$ cat src/rtl/regfile_mp_pkg.sv
// Shared types and defaults for the multi-port register file.
// Holds the controller state encoding and the address-liveness helper.
package regfile_mp_pkg;

    typedef enum logic {
        CLEAR = 1'b0,
        READY = 1'b1
    } rf_state_e;

    localparam int DEF_DATA_W = 32;
    localparam int DEF_DEPTH  = 32;

    // An address is live when it names a real, writable register (not r0, not past the end).
    function automatic logic addr_live(input int unsigned addr, input int unsigned depth);
        return (addr != 0) && (addr < depth);
    endfunction

endpackage

$ cat src/rtl/rf_bypass_mux.sv
// Per-read-port output mux: stored word, overridden by same-cycle writes (highest port wins).
// Latency: combinational.
// Backpressure: none; output forced to zero when out_en is low.
module rf_bypass_mux
    import regfile_mp_pkg::*;
#(
    parameter int DATA_W = DEF_DATA_W,
    parameter int DEPTH  = DEF_DEPTH,
    parameter int ADDR_W = $clog2(DEPTH),
    parameter int NWR    = 2
) (
    input  logic                     out_en,
    input  logic                     byp_en,
    input  logic [ADDR_W-1:0]        raddr,
    input  logic [DATA_W-1:0]        rd_word,
    input  logic [NWR-1:0]           we,
    input  logic [NWR*ADDR_W-1:0]    waddr,
    input  logic [NWR*DATA_W-1:0]    wdata,
    output logic [DATA_W-1:0]        rdata
);

    always_comb begin
        rdata = '0;
        if (out_en && addr_live(32'(raddr), DEPTH)) begin
            rdata = rd_word;
            if (byp_en) begin
                // Ascending scan so the highest-numbered matching port is applied last.
                for (int k = 0; k < NWR; k++) begin
                    if (we[k] && (waddr[k*ADDR_W +: ADDR_W] == raddr)) begin
                        rdata = wdata[k*DATA_W +: DATA_W];
                    end
                end
            end
        end
    end

endmodule

$ cat src/rtl/regfile_mp.sv
// Multi-port register file with r0 hardwired to zero and a sequential self-clear.
// Latency: reads combinational with write-first bypass; writes land on the next edge.
// Backpressure: ready low during clear; writes then are dropped and reads return zero.
module regfile_mp
    import regfile_mp_pkg::*;
#(
    parameter int DATA_W = DEF_DATA_W,
    parameter int DEPTH  = DEF_DEPTH,
    parameter int ADDR_W = $clog2(DEPTH),
    parameter int NRD    = 2,
    parameter int NWR    = 2
) (
    input  logic                     clk,
    input  logic                     rst,
    input  logic                     clear_req,
    input  logic [NWR-1:0]           we,
    input  logic [NWR*ADDR_W-1:0]    waddr,
    input  logic [NWR*DATA_W-1:0]    wdata,
    input  logic [NRD*ADDR_W-1:0]    raddr,
    output logic [NRD*DATA_W-1:0]    rdata,
    output logic                     ready
);

    localparam logic [ADDR_W-1:0] LAST_ENTRY = ADDR_W'(DEPTH - 1);
    localparam logic [ADDR_W-1:0] FIRST_ENTRY = ADDR_W'(1);

    rf_state_e          state_q, state_d;
    logic [ADDR_W-1:0]  clr_ptr_q, clr_ptr_d;
    logic [DATA_W-1:0]  mem [DEPTH];

    always_comb begin
        state_d   = state_q;
        clr_ptr_d = clr_ptr_q;
        case (state_q)
            CLEAR: begin
                clr_ptr_d = clr_ptr_q + ADDR_W'(1);
                if (clr_ptr_q == LAST_ENTRY) begin
                    state_d = READY;
                end
            end
            READY: begin
                if (clear_req) begin
                    state_d   = CLEAR;
                    clr_ptr_d = FIRST_ENTRY;
                end
            end
            default: begin
                state_d   = CLEAR;
                clr_ptr_d = FIRST_ENTRY;
            end
        endcase
    end

    always_ff @(posedge clk) begin
        if (rst) begin
            state_q   <= CLEAR;
            clr_ptr_q <= FIRST_ENTRY;
            ready     <= 1'b0;
        end else begin
            state_q   <= state_d;
            clr_ptr_q <= clr_ptr_d;
            ready     <= (state_d == READY);
        end
    end

    // Storage has no reset; the clear walk is the only thing that zeroes it.
    always_ff @(posedge clk) begin
        if (!rst) begin
            if (state_q == CLEAR) begin
                mem[clr_ptr_q] <= '0;
            end else if (!clear_req) begin
                for (int k = 0; k < NWR; k++) begin
                    if (we[k] && addr_live(32'(waddr[k*ADDR_W +: ADDR_W]), DEPTH)) begin
                        mem[waddr[k*ADDR_W +: ADDR_W]] <= wdata[k*DATA_W +: DATA_W];
                    end
                end
            end
        end
    end

    logic out_en;
    assign out_en = (state_q == READY) && !rst;

    for (genvar r = 0; r < NRD; r++) begin : g_rd
        logic [ADDR_W-1:0] ra;
        assign ra = raddr[r*ADDR_W +: ADDR_W];

        rf_bypass_mux #(
            .DATA_W (DATA_W),
            .DEPTH  (DEPTH),
            .ADDR_W (ADDR_W),
            .NWR    (NWR)
        ) u_mux (
            .out_en  (out_en),
            .byp_en  (!clear_req),
            .raddr   (ra),
            .rd_word (mem[ra]),
            .we      (we),
            .waddr   (waddr),
            .wdata   (wdata),
            .rdata   (rdata[r*DATA_W +: DATA_W])
        );
    end

endmodule

$ cat config.mk
export PLATFORM = sky130hd
export DESIGN_NAME = regfile_mp
export DESIGN_NICKNAME = d
export VERILOG_FILES = /design/src/rtl/regfile_mp_pkg.sv /design/src/rtl/rf_bypass_mux.sv /design/src/rtl/regfile_mp.sv
export SDC_FILE = /design/constraint.sdc
export NUM_CORES = 2
export LEC_CHECK = 0
export BUFFER_PORTS_ARGS = -buffer_cell sky130_fd_sc_hd__buf_2
export CAP_MARGIN = 20
export CELL_PAD_IN_SITES_DETAIL_PLACEMENT = 2
export CELL_PAD_IN_SITES_GLOBAL_PLACEMENT = 2
export CORE_UTILIZATION = 46
export DETAILED_ROUTE_END_ITERATION = 7
export GPL_TIMING_DRIVEN = 0
export PLACE_DENSITY_LB_ADDON = 0.1
export SLEW_MARGIN = 40
export SYNTH_ARGS = -nofsm -noshare
export SYNTH_HDL_FRONTEND = slang
export SYNTH_SLANG_ARGS = --single-unit
$ cat constraint.sdc
create_clock -name clk -period 8.9 [get_ports clk]
set_clock_uncertainty 0.2 [all_clocks]
set_input_delay 0 -clock clk [delete_from_list [all_inputs] [get_ports clk]]
set_output_delay 0 -clock clk [all_outputs]
set_load 0.01 [all_outputs]
# After elaboration in Yosys (flattened, before gate mapping)
# Memory sizes are Yosys's and may differ from the RTL's.
# Index checks and enable logic that the tools add are counted.
# W data, S select, Z words.
# totals
register_bits	6
ramBits	1024
in_bits	89
output_inout_bits	65
n_memories	1
# memory_table
memory	words	word_bits	rd	rd_clocked_by_memory_dff	wr	line	text
mem	32	32	2	0	2	regfile_mp.sv:29	logic [DATA_W-1:0] mem [DEPTH];
# op_classes
add_sub_neg	1
eq_ne	6
muxes	29
bitwise_logic	1
n_reduce_logical	15
# ops
op	count
$mux W32	9
$reduce_or A32 Y1	1
$eq A5 B5 Y1	4
$reduce_bool A5 Y1	4
$mux W1	16
$mux W5	2
$pmux W5 S2	1
$logic_and A1 B1 Y1	9
$add A5 B1 Y5 const B	1
$eq A5 B5 Y1 const B	1
$ne A2 B2 Y1 const B	1
$pmux W1 S2	1
$logic_not A1 Y1	1
$not A1 Y1	1

# Depth between registers and ports, before layout
# depth
word_depth	9
ltp_mapped	10
ltp_nobuf	6

# Modules after synthesis
# From an unflattened synthesis, not the netlist that was laid out.
# hier_totals
hier_cells	5031
hier_area_um2	59428.2
# by_module_without_submodules
module	n_inst	cells_each	area_per_inst_um2	seq_area_each_um2
regfile_mp	1	4701	57659.0	30869.6
rf_bypass_mux	2	165	884.6	0.0

# Worst setup path before layout
# OpenSTA, ideal clock, no wires.
# synth_path
kind	flip-flop to flip-flop
startpoint	register state_q
endpoint	memory mem[10][0] in the netlist's numbering (enable)
t_arrival_ns	3.481
slack_ns	4.786
path_stages_with_launch	10
path_buffers	3
cell_sequence	dfxtp_1 -> nor4bb_1 -> clkbuf_1 -> o21a_1 -> buf_6 -> buf_6 -> mux2_4 -> nor2_2 -> nand2_1 -> o22ai_1
# synth_rtl
item	line	text
from (decl)	regfile_mp.sv:27	rf_state_e state_q, state_d;
from (signal assigned)	regfile_mp.sv:60	state_q <= state_d;
to (decl)	regfile_mp.sv:29	

==> summary.md <==
| Metric | Value |
|---|---|
| Status | finished, final reports clean |
| CP max-delay cell | nor2_2 |
| DR WL/cell | between 40 and 50 um |
| Final hold viol count | 0 |
| GP Congestion | 1.031 |
| First-pass GRT wire length | roughly 500000 um |
| Die area | ~130000 sq um |
| TritonRoute pass-1 iters | 8 |
| Met3 Use GR | 20.74% |
| Vias in the first global route | ~64000 |
| GR Layer Usage met2 | 79.35% |
| # fillers | between 10000 and 15000 |
| Total negative setup slack | 0 ns |
| I/O pin cnt | between 150 and 200 |
| Grt ovf | 0 |
| Starting Density | around 47% |
| Hold Path End | mem[9][31] |
| Worst IR Drop VDD | 0.0001542 V |
| Slew headroom | 31.96% |
| Mapped cell area | roughly 61000 sq um |
| Clk_lat worst skew | 0.76 ns |
| Critical path, cell by cell | nor3b_2 -> and3b_1 -> clkbuf_1 -> nand2_1 -> nor2_2 -> clkbuf_1 -> o21ai_0 -> dlygate4sd3_1 |
| Syn_nets | 5713 |
| DR vias | about 60000 |
| Reg-to-Reg End | mem[1][13] |
| Critical Path End Type | flop |
| Peak fanout along the critical path | 10 |
| Final Net Count | ~6000 |
| WS Path Type | flop to flop |
| Largest net degree at the start of global routing | 16 |
| P per Cell Area | 165.5 nW/um^2 |
| ANT nets after route | 0 |
| Clk sinks | between 1000 and 1500 |
| CTS Hold Bufs | between 100 and 150 |
| Max Cap Violations | 0 |
| RSZ-0062 raised after global routing | false |
| Total Wirelength | about 370000 um |
| FF-to-FF path depth | 8 |
| Core Util, Final | between 50% and 60% |
| FF-to-FF Start | state_q |
| Worst Tran Pin Value | ~1.0 ns |
| Clock Tree Buf Depth | 3 |
| Chip width | approximately 360 um |
| Row Count | between 100 and 150 |
| Top delay family on crit path | simple AND/OR/NAND/NOR gates |
| Worst Hold Class | primary input to flop |
| Synth async-reset ratio | 0% |
| Lkg Pwr | between 20 and 25 nW |
| CP required | roughly 9 ns |
| Slew Viols, Final | 0 |
| Root buffer cell | clkbuf_16 |
| CP max stage delay | 0.86 ns |
| CP bufs+invs | 3 |
| Min-delay src | waddr[0] |
| Core area | ~130000 sq um |
| Grt met1 use | 61.23% |
| Hold Path Depth | 3 |
| Mapped Cells | approximately 5600 |
| Detailed-route DRC error count | 0 |
| Main synth FF type | edfxtp_1 |
| Setup crit start kind | flop |
| GRT Total Usage | a little over half |
| H-Tree Depth | 3 |
| Min Tclk post-route | a little under 5 ns |
| CP dominant cell by count | clkbuf_1 |
| Post-synth EDFFs | ~1000 |
| Area delta synth->final | 16.31% |
| Syn avg cell area | around 11 sq um |
| #FFs+latches synth | 1030 |
| Unique masters post-synth | 46 |
| Post-CTS sizing | 0 |
| Final Setup Violations | 0 |
| CTS tree | done |
| Detailed Place HPWL | about 250000 um |
| GR peak layer | met2 |
| Clock transition at path regs | approximately 0.070 ns |
| Port bufs | 109 |
| Setup Fix Bufs, Post-CTS | 0 |
| Synth Warn # | 0 |
| Die height | about 360 um |
| CP arrival | 5.25 ns |
| Inserted Clock Buffers | between 100 and 150 |
| R2r setup slk | 3.96 ns |
| Final period util | 55.55% |
| Sequential cell area fraction in the yosys report | between 50% and 60% |
| Vias per Instance | about 7.8 |
| Share of layout cells above drive strength 1 | between 10% and 20% |
| Initial antenna violation count | 34 |
| Max Freq | roughly 0.2 GHz |
| Iteration-0 DRC Markers | around 10000 |
[power breakdown]
group | internal, mW | switching, mW | leakage [nW]
registers | 5.31 | 0.0359 | 7.61
clock network | 2.74 | 2.29 | 1.80
logic | 0.337 | 0.939 | 12.8
[metal layers]
layer	up-vias	share of wire (%)
met2	6215	42
met3	2188	14
li1	22276	-
met4	26	12
met1	30921	32
met5	-	0.075
[through the flow]
step	instance area [sq um]	instances	total power [mW]	worst slack (ns)	hold WS, ns
finish	70370	7921	11.65	3.956	0.07297
global route	70300	7894	11.64	4.142	0.05974
CTS	70200	7888	11.40	4.471	0.04432
detailed placement	65500	7570	6.552	4.660	0.2444
global placement	63230	7473	6.467	1.838	0.2233
floorplan	60500	5622	5.987	4.786	-0.01364
[synthesized netlist by cell type, types with 3 or more instances]
| cell | number | area, sq um |
|---|---|---|
| a21oi_1 | 131 | 655.6 |
| a22oi_1 | 67 | 503.0 |
| a31oi_1 | 3 | 18.77 |
| and3_1 | 6 | 37.54 |
| buf_1 | 21 | 78.83 |
| buf_2 | 176 | 880.8 |
| clkbuf_1 | 465 | 1745 |
| clkbuf_2 | 30 | 150.1 |
| dfxtp_1 | 6 | 120.1 |
| edfxtp_1 | 1024 | 30750 |
| inv_1 | 37 | 138.9 |
| mux2i_1 | 514 | 5145 |
| mux4_2 | 256 | 5766 |
| nand2_1 | 1170 | 4392 |
| nand2b_1 | 10 | 62.56 |
| nand3_1 | 129 | 645.6 |
| nor2_1 | 22 | 82.58 |
| nor2_2 | 20 | 125.1 |
| nor2b_1 | 4 | 25.02 |
| nor4_1 | 4 | 25.02 |
| o211ai_1 | 64 | 480.5 |
| o21ai_0 | 994 | 4975 |
| o221ai_1 | 256 | 2242 |
| o22ai_1 | 160 | 1001 |
| or4_1 | 3 | 22.52 |
| xnor2_1 | 4 | 35.03 |
| xor2_1 | 16 | 140.1 |
[registers in the layout, summed over array words and instances, names as in the netlist]
name and cells:
state_q 1, clr_ptr_q 5, mem 1024
[logic make-up after synthesis]
group,count (synthesis),share of synthesized area [%]
AOI/OAI and AO/OA,1684,16.43
and+or+nand+nor,1382,9.157
DFF,1030,51.02
muxes,771,18.06
buffers and inverters,733,4.998
xor gates and xnor gates,20,0.2895
adders and majority gates,2,0.04135
[how the worst max path moves through the flow]
| stage | start | end | slack [ns] | cells after the start |
|---|---|---|---|---|
| 2_1_floorplan | state_q | mem[10][0] | 4.79 | 9 |
| 3_3_place_gp | state_q | mem[1][29] | 1.84 | 9 |
| 3_5_place_dp | state_q | mem[1][29] | 4.66 | 12 |
| 4_1_cts | state_q | mem[1][29] | 4.47 | 8 |
| 5_1_grt | state_q | mem[1][13] | 4.14 | 8 |
| 6_report | state_q | mem[1][13] | 3.96 | 8 |
[cell usage in the layout, fill, tap and decap left out, drive strengths merged, types with 4 or more instances in the layout]
master       count
a21oi          131
a22oi           67
and3             6
buf            404
bufinv           8
clkbuf         656
clkinv          45
dfxtp            6
diode           31
dlygate4sd3    101
edfxtp        1024
inv             42
mux2i          514
mux4           256
nand2         1170
nand2b          10
nand3          131
nor2            43
nor2b            4
nor4             4
o211ai          64
o21ai          996
o221ai         256
o22ai          160
xnor2            4
xor2            16
[final cells by class]
cell class,count,area (sq um),area share (%)
flip-flops and latches,1030,30870,43.87
multi-input cells,3859,27230,38.69
clock buffers,158,3209,4.561
repair buffers,309,3189,4.532
plain buffers,694,2988,4.246
well taps,1742,2180,3.097
clock inverters,59,484.2,0.6881
inverters,39,146.4,0.2080
diodes,31,77.57,0.1102
[tightest hold or removal path, delay by kind of cell]
kind                   cells  cell delay (ns)
AO/OA/AOI/OAI              2             0.61
buffers and inverters      1             0.25
Power figures use the tool's default switching activity.
